## src/rtl/axi_mem_arbiter_pkg.sv

```systemverilog
// Shared definitions for the IFU/LSU memory-port arbiter.
// Grant encodings, widths and FSM state type.
package axi_mem_arbiter_pkg;

  localparam int DATA_WIDTH      = 32;
  localparam int ACERR_WIDTH     = 2;
  localparam int NUM_ARB_MASTERS = 2;

  localparam logic [1:0] NO_GRANT      = 2'b00;
  localparam logic [1:0] INSTMEM_GRANT = 2'b01;
  localparam logic [1:0] DATAMEM_GRANT = 2'b10;

  typedef enum logic [1:0] {
    ST_IDLE  = 2'd0,
    ST_OWN_I = 2'd1,
    ST_OWN_D = 2'd2
  } arb_state_t;

  typedef enum logic {
    LS_I = 1'b0,
    LS_D = 1'b1
  } last_t;

endpackage

```

## src/rtl/axi_mem_arbiter_grant_mux.sv

```systemverilog
// Combinational channel steering between the granted master
// and the slave port; everything ungranted is held at zero.
import axi_mem_arbiter_pkg::*;

module axi_grant_mux #(
  parameter int DW = DATA_WIDTH
) (
  input  logic [1:0]    grant,
  input  logic [DW-1:0] i_araddr,
  input  logic          i_arvalid,
  input  logic          i_rready,
  output logic          i_arready,
  output logic          i_rvalid,
  input  logic [DW-1:0] d_araddr,
  input  logic          d_arvalid,
  input  logic          d_rready,
  input  logic [DW-1:0] d_awaddr,
  input  logic          d_awvalid,
  input  logic [DW-1:0] d_wdata,
  input  logic [3:0]    d_wstrb,
  input  logic          d_wvalid,
  input  logic          d_bready,
  output logic          d_arready,
  output logic          d_rvalid,
  output logic          d_awready,
  output logic          d_wready,
  output logic          d_bvalid,
  output logic [DW-1:0] s_araddr,
  output logic          s_arvalid,
  input  logic          s_arready,
  input  logic          s_rvalid,
  output logic          s_rready,
  output logic [DW-1:0] s_awaddr,
  output logic          s_awvalid,
  input  logic          s_awready,
  output logic [DW-1:0] s_wdata,
  output logic [3:0]    s_wstrb,
  output logic          s_wvalid,
  input  logic          s_wready,
  input  logic          s_bvalid,
  output logic          s_bready
);

  always_comb begin
    i_arready = 1'b0;
    i_rvalid  = 1'b0;
    d_arready = 1'b0;
    d_rvalid  = 1'b0;
    d_awready = 1'b0;
    d_wready  = 1'b0;
    d_bvalid  = 1'b0;
    s_araddr  = '0;
    s_arvalid = 1'b0;
    s_rready  = 1'b0;
    s_awaddr  = '0;
    s_awvalid = 1'b0;
    s_wdata   = '0;
    s_wstrb   = '0;
    s_wvalid  = 1'b0;
    s_bready  = 1'b0;
    case (grant)
      INSTMEM_GRANT: begin
        s_araddr  = i_araddr;
        s_arvalid = i_arvalid;
        s_rready  = i_rready;
        i_arready = s_arready;
        i_rvalid  = s_rvalid;
      end
      DATAMEM_GRANT: begin
        s_araddr  = d_araddr;
        s_arvalid = d_arvalid;
        s_rready  = d_rready;
        s_awaddr  = d_awaddr;
        s_awvalid = d_awvalid;
        s_wdata   = d_wdata;
        s_wstrb   = d_wstrb;
        s_wvalid  = d_wvalid;
        s_bready  = d_bready;
        d_arready = s_arready;
        d_rvalid  = s_rvalid;
        d_awready = s_awready;
        d_wready  = s_wready;
        d_bvalid  = s_bvalid;
      end
      default: ;
    endcase
  end

endmodule

```

## src/rtl/axi_mem_arbiter.sv

```systemverilog
// Round-robin IFU/LSU arbiter for the shared AXI4-Lite memory port.
// Grant is held from first request until the owning transaction completes.
import axi_mem_arbiter_pkg::*;

module axi_mem_arbiter #(
  parameter int DATA_WIDTH  = axi_mem_arbiter_pkg::DATA_WIDTH,
  parameter int ACERR_WIDTH = axi_mem_arbiter_pkg::ACERR_WIDTH,
  parameter int GRANT_W     = NUM_ARB_MASTERS
) (
  input  logic                   clk,
  input  logic                   resetn,
  input  logic                   Irequest,
  input  logic                   Drequest,
  output logic [GRANT_W-1:0]     grant,
  input  logic [DATA_WIDTH-1:0]  i_araddr,
  input  logic                   i_arvalid,
  input  logic                   i_rready,
  output logic                   i_arready,
  output logic                   i_rvalid,
  input  logic [DATA_WIDTH-1:0]  d_araddr,
  input  logic                   d_arvalid,
  input  logic                   d_rready,
  input  logic [DATA_WIDTH-1:0]  d_awaddr,
  input  logic                   d_awvalid,
  input  logic [DATA_WIDTH-1:0]  d_wdata,
  input  logic [3:0]             d_wstrb,
  input  logic                   d_wvalid,
  input  logic                   d_bready,
  output logic                   d_arready,
  output logic                   d_rvalid,
  output logic                   d_awready,
  output logic                   d_wready,
  output logic                   d_bvalid,
  output logic [DATA_WIDTH-1:0]  rdata,
  output logic [ACERR_WIDTH-1:0] rresp,
  output logic [ACERR_WIDTH-1:0] bresp,
  output logic [DATA_WIDTH-1:0]  s_araddr,
  output logic                   s_arvalid,
  input  logic                   s_arready,
  input  logic [DATA_WIDTH-1:0]  s_rdata,
  input  logic [ACERR_WIDTH-1:0] s_rresp,
  input  logic                   s_rvalid,
  output logic                   s_rready,
  output logic [DATA_WIDTH-1:0]  s_awaddr,
  output logic                   s_awvalid,
  input  logic                   s_awready,
  output logic [DATA_WIDTH-1:0]  s_wdata,
  output logic [3:0]             s_wstrb,
  output logic                   s_wvalid,
  input  logic                   s_wready,
  input  logic [ACERR_WIDTH-1:0] s_bresp,
  input  logic                   s_bvalid,
  output logic                   s_bready
);

  arb_state_t         r_state;
  last_t              r_last;
  logic               r_d_wr;
  logic [GRANT_W-1:0] r_grant;

  logic w_r_hs;
  logic w_b_hs;
  logic w_aw_hs;
  logic w_d_done;
  logic w_pick_i;

  assign w_r_hs   = s_rvalid & s_rready;
  assign w_b_hs   = s_bvalid & s_bready;
  assign w_aw_hs  = s_awvalid & s_awready;
  assign w_d_done = r_d_wr ? w_b_hs : w_r_hs;
  // On contention the I side wins only if D was served last.
  assign w_pick_i = Irequest & (~Drequest | (r_last == LS_D));

  always_ff @(posedge clk) begin
    if (!resetn) begin
      r_state <= ST_IDLE;
      r_grant <= NO_GRANT;
      r_last  <= LS_D;
      r_d_wr  <= 1'b0;
    end else begin
      unique case (r_state)
        ST_IDLE: begin
          r_d_wr <= 1'b0;
          if (w_pick_i) begin
            r_state <= ST_OWN_I;
            r_grant <= INSTMEM_GRANT;
          end else if (Drequest) begin
            r_state <= ST_OWN_D;
            r_grant <= DATAMEM_GRANT;
          end
        end
        ST_OWN_I: begin
          if (w_r_hs) begin
            r_state <= ST_IDLE;
            r_grant <= NO_GRANT;
            r_last  <= LS_I;
          end
        end
        ST_OWN_D: begin
          if (w_aw_hs) r_d_wr <= 1'b1;
          if (w_d_done) begin
            r_state <= ST_IDLE;
            r_grant <= NO_GRANT;
            r_last  <= LS_D;
            r_d_wr  <= 1'b0;
          end
        end
        default: begin
          r_state <= ST_IDLE;
          r_grant <= NO_GRANT;
        end
      endcase
    end
  end

  assign grant = r_grant;
  assign rdata = s_rdata;
  assign rresp = s_rresp;
  assign bresp = s_bresp;

  axi_grant_mux #(.DW(DATA_WIDTH)) u_mux (
    .grant     (r_grant),
    .i_araddr  (i_araddr),
    .i_arvalid (i_arvalid),
    .i_rready  (i_rready),
    .i_arready (i_arready),
    .i_rvalid  (i_rvalid),
    .d_araddr  (d_araddr),
    .d_arvalid (d_arvalid),
    .d_rready  (d_rready),
    .d_awaddr  (d_awaddr),
    .d_awvalid (d_awvalid),
    .d_wdata   (d_wdata),
    .d_wstrb   (d_wstrb),
    .d_wvalid  (d_wvalid),
    .d_bready  (d_bready),
    .d_arready (d_arready),
    .d_rvalid  (d_rvalid),
    .d_awready (d_awready),
    .d_wready  (d_wready),
    .d_bvalid  (d_bvalid),
    .s_araddr  (s_araddr),
    .s_arvalid (s_arvalid),
    .s_arready (s_arready),
    .s_rvalid  (s_rvalid),
    .s_rready  (s_rready),
    .s_awaddr  (s_awaddr),
    .s_awvalid (s_awvalid),
    .s_awready (s_awready),
    .s_wdata   (s_wdata),
    .s_wstrb   (s_wstrb),
    .s_wvalid  (s_wvalid),
    .s_wready  (s_wready),
    .s_bvalid  (s_bvalid),
    .s_bready  (s_bready)
  );

endmodule
```

## config.mk

```make
export PLATFORM = sky130hd
export DESIGN_NAME = axi_mem_arbiter
export DESIGN_NICKNAME = d
export VERILOG_FILES = /design/src/rtl/axi_mem_arbiter_pkg.sv /design/src/rtl/axi_mem_arbiter_grant_mux.sv /design/src/rtl/axi_mem_arbiter.sv
export SDC_FILE = /design/constraint.sdc
export NUM_CORES = 1
export LEC_CHECK = 0
export CORE_AREA = 10 10 121 123
export DETAILED_ROUTE_END_ITERATION = 7
export DIE_AREA = 0 0 131 133
export PLACE_DENSITY = 0.69
export RECOVER_POWER = 25
export REMOVE_ABC_BUFFERS = 1
export SYNTH_ARGS = -nofsm -noshare
export SYNTH_HDL_FRONTEND = slang
export SYNTH_SLANG_ARGS = --single-unit
export TNS_END_PERCENT = 100
```

## constraint.sdc

```tcl
create_clock -name clk -period 3.9 [get_ports clk]
set_clock_uncertainty 0.1 [all_clocks]
set_input_delay 0.585 -clock clk [delete_from_list [all_inputs] [get_ports clk]]
set_output_delay 0.585 -clock clk [all_outputs]
set_load 0.05 [all_outputs]
```

Word-level counts from Yosys, hierarchy flattened
Index checks and enable logic that the tools add are counted.

storage, ports and cells
  logic and storage cells = 49
  register bits after elaboration = 4
  output and inout bits = 150
  input bits = 184

operators by class
  eq/ne operators = 6
  reduce and logical (&&, ||, !) cells = 6
  multiplexer cells = 28
  bitwise logic cells = 6

operators with widths
  cell                                                                   number
  32-bit two-way mux                                                     2
  32-bit case mux with 2 select lines                                    1
  1-bit two-way mux                                                      15
  2-bit two-way mux                                                      4
  1-bit case mux with 2 select lines                                     4
  3-bit != test, second input constant                                   2
  2-bit case mux with 3 select lines                                     1
  3-bit AND reduction                                                    2
  1-bit bitwise AND                                                      4
  4-bit two-way mux                                                      1
  2-bit != test, second input constant                                   2
  2-bit nonzero test                                                     2
  2-bit by 1-bit equality test with 1-bit output, second input constant  1
  2-bit equality test, second input constant                             1
  2-bit zero test                                                        1
  2-bit AND reduction                                                    1
  1-bit NOT                                                              1
  1-bit bitwise OR                                                       1

Logic depth before layout (Yosys ltp)
  word-level depth = 6
  depth in mapped cells = 7

Cells and area by module
From an unflattened synthesis, not the netlist that was laid out.

unflattened totals
  cell total of the unflattened synthesis = 242
  area, all modules = 1647.8 um2

by module, submodules not included
  module           cells an instance  area each (um2)  seq. area each (um2)  times used
  axi_grant_mux    170                1074.8           0.0                   1
  axi_mem_arbiter  72                 573.0            80.1                  1

Worst setup path after synthesis
No wires, ideal clock.

  kind = reg2out
  from = register r_grant[1], in the netlist grant[1]
  to = output s_araddr[0]
  buffers on the path = 2
  arrival time = 2.404 ns
  data required time = 3.215 ns
  cell stages (with the launch flop) = 6
  slack = 0.811 ns
  cell sequence = dfxtp_1 ha_1 clkbuf_1 clkbuf_1 a22oi_1 nor2b_1

on the way
  cells in the longest elaborated chain, start to end = 2

ends and longest elaborated chain
  what                                                                                          RTL line                         RTL
  start: declaration                                                                            axi_mem_arbiter.sv:59            logic [GRANT_W-1:0] r_grant;
  start signal: assignment                                                                      axi_mem_arbiter.sv:77            r_grant <= NO_GRANT;
  start signal: assignment                                                                      axi_mem_arbiter.sv:86            r_grant <= INSTMEM_GRANT;
  start signal: assignment                                                                      axi_mem_arbiter.sv:89            r_grant <= DATAMEM_GRANT;
  2-bit equality test / 2-bit by 1-bit equality test with 1-bit output (equally long branches)  --
  32-bit case mux with 2 select lines (*)                                                       axi_mem_arbiter_grant_mux.sv:61  case (grant)
  end: declaration                                                                              axi_mem_arbiter.sv:37            output logic [DATA_WIDTH-1:0] s_araddr,

Mark *: on every way between the ends. The rest lies on a longest branch, timed or not.

Final worst setup path
  from = register r_grant[1], in the netlist grant[1]
  to = output s_araddr[18]

Same word-level chain as after synthesis.

==> key figures <==
Global route
  • Largest net degree at the start of global routing: between 70 and 80
  • Initial antenna violation count: 0
  • Tot GR Track Use: 13.3%
  • Total gr overflow: 0
  • First-pass GRT wire length: 17.5 mm
  • Vias in the first global route: 2,579

Layout
  • Non-Filler Instances: between 600 and 700
  • Area grow syn2layout: 165%
  • Fin nets: roughly 640
  • Antenna Cells: 0
  • Share of cells above drive strength 1: approximately 2.7%
  • Number of fill cells in the layout: 1,285

Die
  • Die height: roughly 130 µm
  • Initial Util: 12.8%
  • Die Wd: 131 µm
  • Row count: 41
  • I/O pin cnt: 334
  • Core area: 0.0124 mm²
  • Die ar.: 0.0174 mm²

Logic synthesis
  • Post-synth top area cell: and2_1
  • Yosys warns: 0
  • Cell variety after synth: 23
  • Yosys reg bits: 4
  • Gate count of the mapped netlist: around 240
  • Synth top area share: ~31%
  • Number of synthesized flops with an enable pin: 0
  • Seq/Total Area, Yosys: 5.07%
  • Top-count cell post-synth: and2_1
  • Synthesized area per cell: 6.70 µm²
  • Synthesized area: 0.00158 mm²
  • FFs w/ async S/R, synth: 0%
  • Top FF cell, synth: dfxtp_1
  • Commonest cells in the netlist: 78 x and2_1, 36 x buf_4, 35 x nor2b_1, 34 x a22oi_1, 16 x clkbuf_1
  • Synth area leaders: and2_1 31%, buf_4 17%, a22oi_1 16%

CTS
  • Root Buffer: clkbuf_16
  • Clock tree buffer depth: 2
  • Clk slew on worst S/H paths: 0.03 ns
  • Clock tree sinks: 4
  • CTS tree: yes
  • Clock Latency Late Sink: 0.22 ns
  • Post-CTS Setup Repair Bufs: 0
  • CTS hold repair buffers: 0
  • TritonCTS Buffers: 3
  • H-tree Lvls: 1
  • CTS resizes: 0

Setup path
  • Critical Path Sink Type: output pin
  • Crit path DAT: 2.70 ns
  • CP required: between 3 and 4 ns
  • Setup Crit Path Kind: reg2out
  • Worst setup SP type: flip-flop
  • CP Max Fanout: 25

Routing
  • DR WL/cell: 20.8 µm
  • Vias: around 2,500
  • Drt via density: 3.96
  • Remaining DRCs: 0
  • Post-DRT Antenna Nets: 0
  • Final WL: 12.9 mm
  • Initial DRC count: a little over 80
  • Drt pass-1 iters: 4

Power
  • Total power: 1.93 mW
  • Leak: ~1.5 nW
  • Worst VDD drop: 0.000205 V
  • Pwr dens: 460 mW/mm²

Placement
  • Placed cells: 617
  • Post-DP HPWL: 11.2 mm
  • Place WS: 0.723 ns
  • GP Congestion: around 0.78
  • Number of buffers inserted by port buffering: 261

Run
  • Max Cap Viol: 0

Timing
  • Fmax: 296 MHz
  • Final setup margin: 0.517 ns
  • Worst slew pin tran: 0.572 ns
  • Setup violations, final: 0
  • Period minus WS final: 3.38 ns
  • Fin crit share: 86.7%
  • Max-slew violations: 0
  • Relative slew slack: 61.7%
  • Hold Vio Cnt, Final: 0
  • RSZ-0062 raised after global routing: no

Min path
  • Hold Crit Class: reg2reg

Outcome
  • Status: finished, final reports clean
-- registers in the layout, summed over array words and instances (netlist names) --
| name | cells |
|---|---|
| r_d_wr | 1 |
| grant | 2 |
| r_last | 1 |
-- worst paths after layout --
| check | start | endpoint | slack, ns | depth (start not counted) |
|---|---|---|---|---|
| worst max register to register | grant[1]$_SDFFE_PN0P_ | grant[1]$_SDFFE_PN0P_ | 1.23 | 7 |
| worst max-delay path | grant[1]$_SDFFE_PN0P_ | s_araddr[18] | 0.52 | 5 |
| worst min register to register | grant[0]$_SDFFE_PN0P_ | grant[0]$_SDFFE_PN0P_ | 0.43 | 2 |
| worst min-delay path | grant[0]$_SDFFE_PN0P_ | grant[0]$_SDFFE_PN0P_ | 0.43 | 2 |
-- layout make-up --
| cell class | instances | area (µm²) | area share, % |
|---|---|---|---|
| inverter | 3 | 11.3 | 0.269 |
| clock buffer | 3 | 75.1 | 1.79 |
| multi-input combinational | 173 | 1150 | 27.6 |
| timing repair buffer | 265 | 2650 | 63.3 |
| sequential | 4 | 80.1 | 1.91 |
| tap | 172 | 215 | 5.14 |
-- worst max-delay path: stages (launching register included) --
cell             delay, ns
dfxtp_1               0.43
inv_1                 0.10
ha_1                  0.57
buf_4                 0.32
nor2b_1               0.18
clkdlybuf4s50_1       0.85
-- logic make-up after synthesis --
kind of cell / Yosys count / share of synthesized area [%]
AND/OR/NAND/NOR: 126 / 49.5
AO/OA/AOI/OAI: 44 / 20.3
flip-flops: 4 / 5.07
buffers and inverters: 59 / 22.7
adder cells (fa/ha/maj): 3 / 2.38
-- metrics by stage --
step	hold WS (ns)	instance area [µm²]	TNS, ns	utilization (%)
2_1_floorplan	0.380	1230	-3.01	-
3_3_place_gp	0.391	4110	0	33.2
3_5_place_dp	0.421	4110	0	33.2
4_1_cts	0.433	4190	0	33.9
5_1_grt	0.477	4190	0	33.9
6_report	0.427	4190	0	33.9
-- power breakdown --
part | internal (mW) | switching [mW]
Sequential | 0.0537 | 0.0122
Combinational | 0.654 | 1.05
Clock | 0.131 | 0.0276
-- cells in the final DEF, fill, tap and decap left out, drive strengths merged --
master,count
a21o,1
nand4b,1
and4bb,1
dfxtp,4
clkdlybuf4s50,257
a21oi,2
and3b,1
a31oi,1
buf,6
nor2b,35
inv,3
o21ai,4
o311ai,1
nor2,2
o22ai,1
and2,78
nand3,2
clkbuf,3
nand2,4
dlygate4sd3,2
a22oi,34
ha,3
and3,2
-- layer usage --
layer / wire length [µm] / global-route usage, % / vias to the layer above / part of all wire (%)
met5: 82 / 4.63 / - / 0.63
met4: 44 / 1.17 / 2 / 0.34
met3: 2150 / 8.99 / 4 / 17
met2: 5470 / 19.9 / 188 / 42
met1: 5180 / 15.7 / 1095 / 40
li1: - / - / 1166 / -
Power figures use the tool's default switching activity.
